$ cat src/rtl/seq_divider_pkg.sv
// Shared constants and types for the sequential restoring divider.
// Latency: n/a (declarations only).
// Backpressure: n/a.
package seq_divider_pkg;

    localparam int DEFAULT_WIDTH = 16;

    typedef enum logic [1:0] {
        IDLE = 2'd0,
        CALC = 2'd1,
        DONE = 2'd2
    } div_state_t;

    // Error quotient is all ones; sliced down to WIDTH at the use site.
    localparam logic [63:0] ERR_QUOTIENT_ONES = '1;

endpackage

$ cat src/rtl/seq_divider_step.sv
// One restoring-division iteration: shift {R,Q} left, trial-subtract, restore.
// Latency: purely combinational.
// Backpressure: none; the owning FSM decides when to register the result.
module seq_divider_step
    import seq_divider_pkg::*;
#(
    parameter int WIDTH = DEFAULT_WIDTH
) (
    input  logic [WIDTH-1:0] r_cur,
    input  logic [WIDTH-1:0] q_cur,
    input  logic [WIDTH-1:0] divisor,
    output logic [WIDTH-1:0] r_next,
    output logic [WIDTH-1:0] q_next
);

    logic             carry;
    logic [WIDTH-1:0] r_sh;
    logic [WIDTH:0]   trial;
    logic             fits;

    // R < divisor on entry keeps {carry,r_sh} below 2*divisor, so trial's
    // top bit is a faithful sign.
    always_comb begin
        carry  = r_cur[WIDTH-1];
        r_sh   = {r_cur[WIDTH-2:0], q_cur[WIDTH-1]};
        trial  = {carry, r_sh} - {1'b0, divisor};
        fits   = ~trial[WIDTH];
        r_next = fits ? trial[WIDTH-1:0] : r_sh;
        q_next = {q_cur[WIDTH-2:0], fits};
    end

endmodule

$ cat src/rtl/seq_divider.sv
// 2W/W restoring divider, one quotient bit per clock; SEQ_DIVIDER_SIGNED_EN adds tc (two's complement).
// Latency: WIDTH+1 cycles from acceptance for a real divide, 1 cycle for divide-by-zero/overflow.
// Backpressure: result held in DONE until out_ready; in_ready only in IDLE, one bubble after handshake.
module seq_divider
    import seq_divider_pkg::*;
#(
    parameter int WIDTH = DEFAULT_WIDTH
) (
    input  logic               clk,
    input  logic               rst,
    input  logic               in_valid,
    output logic               in_ready,
    input  logic [2*WIDTH-1:0] dividend,
    input  logic [WIDTH-1:0]   divisor,
`ifdef SEQ_DIVIDER_SIGNED_EN
    input  logic               tc,
`endif
    output logic               out_valid,
    input  logic               out_ready,
    output logic [WIDTH-1:0]   quotient,
    output logic [WIDTH-1:0]   remainder,
    output logic               div_by_zero,
    output logic               overflow
);

    localparam int               CW    = $clog2(WIDTH + 1);
    localparam logic [WIDTH-1:0] ONES  = ERR_QUOTIENT_ONES[WIDTH-1:0];

    div_state_t       state_q, state_d;
    logic [WIDTH-1:0] r_q, q_q, dvs_q;
    logic [WIDTH-1:0] r_step, q_step;
    logic [CW-1:0]    cnt_q;
    logic             dbz_q, ovf_q;
    logic             accept, err_dbz, err_ovf;
    logic [2*WIDTH-1:0] dvd_mag;
    logic [WIDTH-1:0]   dvs_mag;

`ifdef SEQ_DIVIDER_SIGNED_EN
    localparam logic [WIDTH-1:0] HALF = {1'b1, {(WIDTH-1){1'b0}}};
    logic tc_q, qneg_q, rneg_q, dvd_neg, dvs_neg, sovf;

    assign dvd_neg = tc & dividend[2*WIDTH-1];
    assign dvs_neg = tc & divisor[WIDTH-1];
    assign dvd_mag = dvd_neg ? -dividend : dividend;
    assign dvs_mag = dvs_neg ? -divisor : divisor;
    // A negative result may reach -2^(W-1); a positive one only 2^(W-1)-1.
    assign sovf    = tc_q & (qneg_q ? (q_q > HALF) : (q_q >= HALF));
`else
    assign dvd_mag = dividend;
    assign dvs_mag = divisor;
`endif

    assign accept  = in_valid && (state_q == IDLE);
    assign err_dbz = (dvs_mag == '0);
    assign err_ovf = (dvd_mag[2*WIDTH-1:WIDTH] >= dvs_mag);

    seq_divider_step #(.WIDTH(WIDTH)) u_step (
        .r_cur   (r_q),
        .q_cur   (q_q),
        .divisor (dvs_q),
        .r_next  (r_step),
        .q_next  (q_step)
    );

    always_ff @(posedge clk or posedge rst) begin
        if (rst) state_q <= IDLE;
        else     state_q <= state_d;
    end

    always_comb begin
        state_d = state_q;
        case (state_q)
            IDLE:    if (accept) state_d = (err_dbz || err_ovf) ? DONE : CALC;
            CALC:    if (cnt_q == CW'(1)) state_d = DONE;
            DONE:    if (out_ready) state_d = IDLE;
            default: state_d = IDLE;
        endcase
    end

    always_ff @(posedge clk or posedge rst) begin
        if (rst) begin
            r_q    <= '0;
            q_q    <= '0;
            dvs_q  <= '0;
            cnt_q  <= '0;
            dbz_q  <= 1'b0;
            ovf_q  <= 1'b0;
`ifdef SEQ_DIVIDER_SIGNED_EN
            tc_q   <= 1'b0;
            qneg_q <= 1'b0;
            rneg_q <= 1'b0;
`endif
        end else begin
            case (state_q)
                IDLE: if (accept) begin
`ifdef SEQ_DIVIDER_SIGNED_EN
                    tc_q   <= tc;
                    qneg_q <= dvd_neg ^ dvs_neg;
                    rneg_q <= dvd_neg;
`endif
                    if (err_dbz) begin
                        dbz_q <= 1'b1;
                        q_q   <= ONES;
                        r_q   <= dividend[WIDTH-1:0];
                    end else if (err_ovf) begin
                        ovf_q <= 1'b1;
                        q_q   <= ONES;
                        r_q   <= '0;
                    end else begin
                        r_q   <= dvd_mag[2*WIDTH-1:WIDTH];
                        q_q   <= dvd_mag[WIDTH-1:0];
                        dvs_q <= dvs_mag;
                        cnt_q <= CW'(WIDTH);
                    end
                end
                CALC: begin
                    r_q   <= r_step;
                    q_q   <= q_step;
                    cnt_q <= cnt_q - CW'(1);
                end
                DONE: if (out_ready) begin
                    dbz_q <= 1'b0;
                    ovf_q <= 1'b0;
                end
                default: ;
            endcase
        end
    end

    always_comb begin
        in_ready    = (state_q == IDLE) && !rst;
        out_valid   = (state_q == DONE);
        quotient    = '0;
        remainder   = '0;
        div_by_zero = 1'b0;
        overflow    = 1'b0;
        if (out_valid) begin
            quotient    = q_q;
            remainder   = r_q;
            div_by_zero = dbz_q;
            overflow    = ovf_q;
`ifdef SEQ_DIVIDER_SIGNED_EN
            if (tc_q && !dbz_q && !ovf_q) begin
                if (sovf) begin
                    overflow  = 1'b1;
                    quotient  = ONES;
                    remainder = '0;
                end else begin
                    quotient  = qneg_q ? -q_q : q_q;
                    remainder = rneg_q ? -r_q : r_q;
                end
            end
`endif
        end
    end

endmodule

$ cat config.mk
export PLATFORM = sky130hd
export DESIGN_NAME = seq_divider
export DESIGN_NICKNAME = d
export VERILOG_FILES = /design/src/rtl/seq_divider_pkg.sv /design/src/rtl/seq_divider_step.sv /design/src/rtl/seq_divider.sv
export SDC_FILE = /design/constraint.sdc
export NUM_CORES = 1
export LEC_CHECK = 0
export BUFFER_PORTS_ARGS = -buffer_cell sky130_fd_sc_hd__buf_2
export CORE_ASPECT_RATIO = 0.75
export CORE_MARGIN = 2
export CORE_UTILIZATION = 40
export DETAILED_ROUTE_END_ITERATION = 10
export SLEW_MARGIN = 20
export SYNTH_ARGS = -nofsm -noshare
export SYNTH_HDL_FRONTEND = slang
export SYNTH_SLANG_ARGS = --single-unit
$ cat constraint.sdc
create_clock -name clk -period 2.5 [get_ports clk]
set_input_delay 0.25 -clock clk [delete_from_list [all_inputs] [get_ports clk]]
set_output_delay 0.25 -clock clk [all_outputs]
set_load 0.03 [all_outputs]
# Word-level counts from Yosys, hierarchy flattened
# Cells that the tools add are included.
# Widths: inputs -> output; s select.
[totals] ff_bits=57 latch_bits=0 ram_bits=0 rom_bits=0 in_bits=52 elab_cells=67 mem_count=0
[classes] addsub=2 mul=0 n_div=0 magnitude_cmp=1 eq_ne=10 shift=0 mux=30 bitwise_logic=3 n_reduce_logical=14
[op_table] op="$mux 16" n=9
[op_table] op="$pmux 16 s2" n=2
[op_table] op="$sub 17x16->17" n=1
[op_table] op="$ge 16x16->1" n=1
[op_table] op="$logic_not 16->1" n=1
[op_table] op="$mux 5" n=3
[op_table] op="$ne 2x2->1 const B" n=6
[op_table] op="$reduce_and 4->1" n=3
[op_table] op="$pmux 5 s2" n=1
[op_table] op="$mux 1" n=8
[op_table] op="$mux 2" n=4
[op_table] op="$pmux 2 s3" n=1
[op_table] op="$eq 5x1->1 const B" n=1
[op_table] op="$reduce_and 5->1" n=1
[op_table] op="$sub 5x1->5 const B" n=1
[op_table] op="$pmux 1 s2" n=2
[op_table] op="$reduce_bool 2->1" n=2
[op_table] op="$not 1->1" n=3
[op_table] op="$reduce_and 3->1" n=1
[op_table] op="$eq 2x1->1 const B" n=1
[op_table] op="$eq 2x2->1 const B" n=1
[op_table] op="$logic_and 1x1->1" n=2
[op_table] op="$logic_not 2->1" n=1
[op_table] op="$ne 2x1->1 const B" n=1
[op_table] op="other kinds (3)" n=3

# Logic depth before layout (Yosys ltp)
[logic_depth] word_depth=5 ltp_mapped=12 ltp_nobuf=11

# Modules after synthesis
# Synthesis repeated with hierarchy kept, for this count alone.
[unflattened] cells_unflattened=477 hier_area_um2=4504.3
[modules_own_cells] module="seq_divider" instances=1 cells_per_inst=333 area_per_inst_um2=3374.5 seq_area_each_um2=1426.4
[modules_own_cells] module="seq_divider_step" instances=1 cells_per_inst=144 area_per_inst_um2=1129.8 seq_area_each_um2=0.0

# Worst setup path before layout
# OpenSTA, ideal clock, no wires.
[synth_path] kind="flip-flop to flip-flop" start="register q_q[15]" end="register r_q[10]" setup_time_ns=0.133 t_arrival_ns=2.493 required_time_ns=2.367 setup_slack_ns=-0.127 stages_incl_launch_ff=13 path_buffers=1 synth_period_minus_slack_ns=2.627 path_cell_list="dfrtp_1 > inv_1 > ha_1 > inv_1 > fa_1 > a211oi_4 > nor4_4 > o31ai_4 > a31oi_4 > nand2_4 > buf_6 > mux2i_1 > o21ai_1"
[synth_via] elab_chain_cells=3
[synth_lines] item="start: declaration" line="seq_divider.sv:30" source="logic [WIDTH-1:0] r_q, q_q, dvs_q;"
[synth_lines] item="start signal: assignment" line="seq_divider.sv:111" source="q_q <= dvd_mag[WIDTH-1:0];"
[synth_lines] item="start signal: assignment" line="seq_divider.sv:118" source="q_q <= q_step;"
[synth_lines] item="$sub 17x16->17" line="seq_divider_step.sv:26" source="trial = {carry, r_sh} - {1'b0, divisor};"
[synth_lines] item="$mux 16" line="seq_divider_step.sv:28" source="r_next = fits ? trial[WIDTH-1:0] : r_sh;"
[synth_lines] item="$pmux 16 s2" line="seq_divider.sv:94" source="case (state_q)"
[synth_lines] item="end signal: assignment" line="seq_divider.sv:104" source="r_q <= dividend[WIDTH-1:0];"
[synth_lines] item="end signal: assignment" line="seq_divider.sv:110" source="r_q <= dvd_mag[2*WIDTH-1:WIDTH];"
[synth_lines] item="end signal: assignment" line="seq_divider.sv:117" source="r_q <= r_step;"
[synth_lines] item="end: declaration" line="seq_divider.sv:30"
# Every way passes these cells.
# A chain may end at the register's enable or synchronous reset.

# Worst setup path after layout
[layout_path] start="register q_q[15]" end="register q_q[0]"
[layout_via] elab_chain_cells=3
[layout_lines] item="$sub 17x16->17" line="seq_divider_step.sv:26"
[layout_lines] item="$not 1->1" line="seq_divider_step.sv:27" source="fits = ~trial[WIDTH];"
[layout_lines] item="$pmux 16 s2" line="seq_divider.sv:94"
# Every way passes these cells.

==> run_results.csv <==
group,metric,value,unit
cells_and_area,drive_above_1_share,0.281,
global_routing,grt_usage,0.242,
timing,fmax,0.380,GHz
yosys,yosysWarnings,0,
cells_and_area,area_growth_syn_to_layout,31.1,%
timing,setup_violations,15,
place,dp_hpwl,10300,um
cells_and_area,nFillCells,986,
timing,rsz0062_at_grt,"true",
yosys,mappedNetlistNets,590,
yosys,synthArstFlopShare,1.00,
detailed_routing,drt-initial-drc-count,255,
worst_setup_path,crit_type,"register to register",
place,dp_slack,-127,ps
timing,worst_slew_pin_slew,714,ps
die,coreArea,10400,um^2
timing,period_minus_slack,2630,ps
worst_setup_path,rrSetupSlack,-130,ps
clock_network,clock_tree.root_cell,"clkbuf_16",
clock_network,clkTransAtPathRegs,50,ps
clock_network,clk_latency,340,ps
die,start_util,0.415,
clock_network,cts.path.max_buffers,2,
die,dieArea,11700,um^2
yosys,yosys_most_used_dff,"dfrtp_1",
cells_and_area,antenna_cells,0,
global_routing,gr-total-overflow,0,
cells_and_area,seq_area,1430,um^2
die,dieWidth,124,um
cells_and_area,num-nets-final,717,
place,post_dp_cell_area,5220,um^2
timing,fin_crit_sh,1.05,
clock_network,cts_buffers,9,
power_and_ir_drop,p_leak,2.84,nW
outcome,violations,"negative setup slack",
global_routing,antenna_found_initial,0,
clock_network,cts_tree,"built",
global_routing,grt_pass1_vias,4042,
detailed_routing,vias_per_cell,5.50,
yosys,netlist_area,4320,um^2
worst_setup_path,crit_slowest_cell,"dfrtp_1",
run,drv_cap,0,
yosys,synth.distinct_cells,61,
detailed_routing,drt_wl_total,13400,um
timing,clock_skew,9.38,ps
outcome,status,"finished, violations left",
die,io_pins,88,
timing,slew_headroom,0.523,
worst_setup_path,required,2700,ps
clock_network,clock-sinks,57,
clock_network,htree_num_levels,3,
timing,setup_ws,-129,ps
global_routing,grt_pass1_wl,21300,um
worst_setup_path,cp-end-kind,"register",
detailed_routing,ant_nets,0,
worst_setup_path,start_kind,"register",
hold_path,hold_path_class,"input port to asynchronous set/reset pin",
cells_and_area,postLayoutCellArea,5670,um^2
cells_and_area,multiInputGateArea,2690,um^2
yosys,synth-seq-cells,57,
global_routing,grt_max_degree,51,
detailed_routing,avgRoutedWirePerCell,17.4,um
detailed_routing,remaining_drc_errors,0,
power_and_ir_drop,p_per_area,1650,nW/um^2
timing,report.final.slew_viol_count,0,
power_and_ir_drop,vdd_ir_drop_max,0.000633,V
place,port-buffer-count,87,
clock_network,holdBufCountCts,0,
die,row_count,32,
worst_setup_path,path_common_cell,"inv_2",
worst_setup_path,crit_path_max_incr_delay,380,ps
place,place_congestion,0.927,
worst_setup_path,critPathMaxFanout,10,
yosys,ys_seq_area_frac,0.330,
die,fp.dieH,94.0,um
yosys,avgSynthCellArea,8.59,um^2
worst_setup_path,arrival,2830,ps
worst_setup_path,path_cells,"inv_2 -> ha_4 -> inv_2 -> fa_2 -> a211oi_4 -> nor4_4 -> o31ai_4 -> o221a_4 -> nand2_8 -> buf_4 -> o22ai_1 -> o21ai_1",
detailed_routing,drtPass1Iterations,5,
yosys,synth_edf_count,0,
yosys,syn-instance-count,503,
detailed_routing,vias,4238,
timing,hold_violations,0,
==> cells in the mapped netlist (4+ instances only) <==
cell type   n  area share
a21oi_1    28       0.032
nor4_1      5      0.0072
o21ai_0     7      0.0081
o22ai_1    15       0.022
and2_1     37       0.054
xnor2_1     7       0.014
a221oi_1   12       0.024
nor2_1     11      0.0096
o21bai_1    4      0.0069
nor3_1      5      0.0058
nand3_1     7      0.0081
mux2i_1    12       0.028
o21ai_1    46       0.053
o211ai_1    4      0.0069
clkbuf_1   21       0.018
o21a_1      5      0.0087
o221ai_1    5       0.010
a21o_1     13       0.023
dfrtp_1    57        0.33
and3_1     16       0.023
ha_1       34       0.098
nand2_1    46       0.040
inv_1      45       0.039
==> cells in the final DEF, fill, tap and decap left out, drive strengths merged, types with 4 or more instances in the layout <==
master / count
inv: 45
o221ai: 5
o21a: 5
dfrtp: 57
mux2i: 12
nand3: 8
a211oi: 5
xnor2: 7
o22ai: 15
nand2: 47
a21oi: 29
o21bai: 4
a21o: 13
clkbuf: 13
and3: 16
nor4: 6
o211ai: 4
buf: 140
nor2: 11
o21ai: 54
and2: 38
ha: 34
nor3: 5
a221oi: 12
==> where the power goes <==
| part | switching (mW) | internal, mW | total (mW) | leakage, nW |
|---|---|---|---|---|
| sequential | 0.365 | 1.39 | 1.76 | 0.693 |
| clock | 0.432 | 0.744 | 1.18 | 0.138 |
| combinational | 3.46 | 2.95 | 6.41 | 2.00 |
| total | 4.26 | 5.09 | 9.34 | 2.84 |
==> area by class of cell <==
type	instances	share of cell area
clock buffer	13	0.0477
inverter	45	0.0298
sequential	57	0.252
timing repair buffer	140	0.163
tap	136	0.0300
clock inverter	2	0.00221
multi-input combinational	377	0.475
==> path summary, 6_finish.rpt <==
| kind | depth (start not counted) | start | endpoint |
|---|---|---|---|
| worst max-delay path | 12 | q_q[15]$_DFFE_PP0P_ | q_q[0]$_DFFE_PP0P_ |
| worst min-delay path | 2 | rst | cnt_q[0]$_DFFE_PP0P_ |
| worst max register to register | 12 | q_q[15]$_DFFE_PP0P_ | q_q[0]$_DFFE_PP0P_ |
| worst min register to register | 1 | cnt_q[1]$_DFFE_PP0P_ | cnt_q[1]$_DFFE_PP0P_ |
| max in group asynchronous | 3 | rst | r_q[12]$_DFFE_PP0P_ |
| min in group clk | 3 | divisor[10] | dvs_q[10]$_DFFE_PP0P_ |
==> registers in the layout, summed over array words and instances (netlist names) <==
register	flops
q_q	16
state_q	2
ovf_q	1
cnt_q	5
dvs_q	16
r_q	16
dbz_q	1
==> stage by stage <==
stage                     cells  hold slack, ps   util  TNS, ps  total power, mW
after detailed placement    743             420  0.502    -1030             7.51
final                       770            39.2  0.544    -1320             9.34
after global routing        770             124  0.544    -3180             10.1
after global placement      743             412  0.502     -246             7.40
after floorplan             503             372      -     -358             5.92
after CTS                   760            66.4  0.533     -705             8.87
==> cells by family after synthesis <==
family / Yosys count / synth area share
xor+xnor: 10 / 0.0203
flops: 57 / 0.330
mux: 13 / 0.0304
compound gates: 170 / 0.267
buf+inv: 69 / 0.0622
simple gates: 149 / 0.187
fa+ha+maj: 35 / 0.103
==> critical path: cells and delay by family (launching register included) <==
family,cells,cell delay [ps]
compound gates,5,1120
fa+ha+maj,2,500
flops,1,380
buf+inv,3,280
simple gates,2,190
==> routing by layer <==
layer  track usage  vias to the layer above  part of all wire
met1         0.347                     2000              0.48
met4        0.0843                        0             0.022
met3        0.0467                       22             0.060
met5             0                        -                 0
li1              -                     2085                 -
met2         0.363                      131              0.44
==> what timing repair did <==
action / 4_1_cts / 5_1_grt
pin swaps: 9 / 13
endpoints found under the setup margin: 17 / 17
cloned: 0 / 0
resized for setup: 8 / 6
setup buffers: 2 / 10
Note: power is estimated with default switching activity, not from simulation.
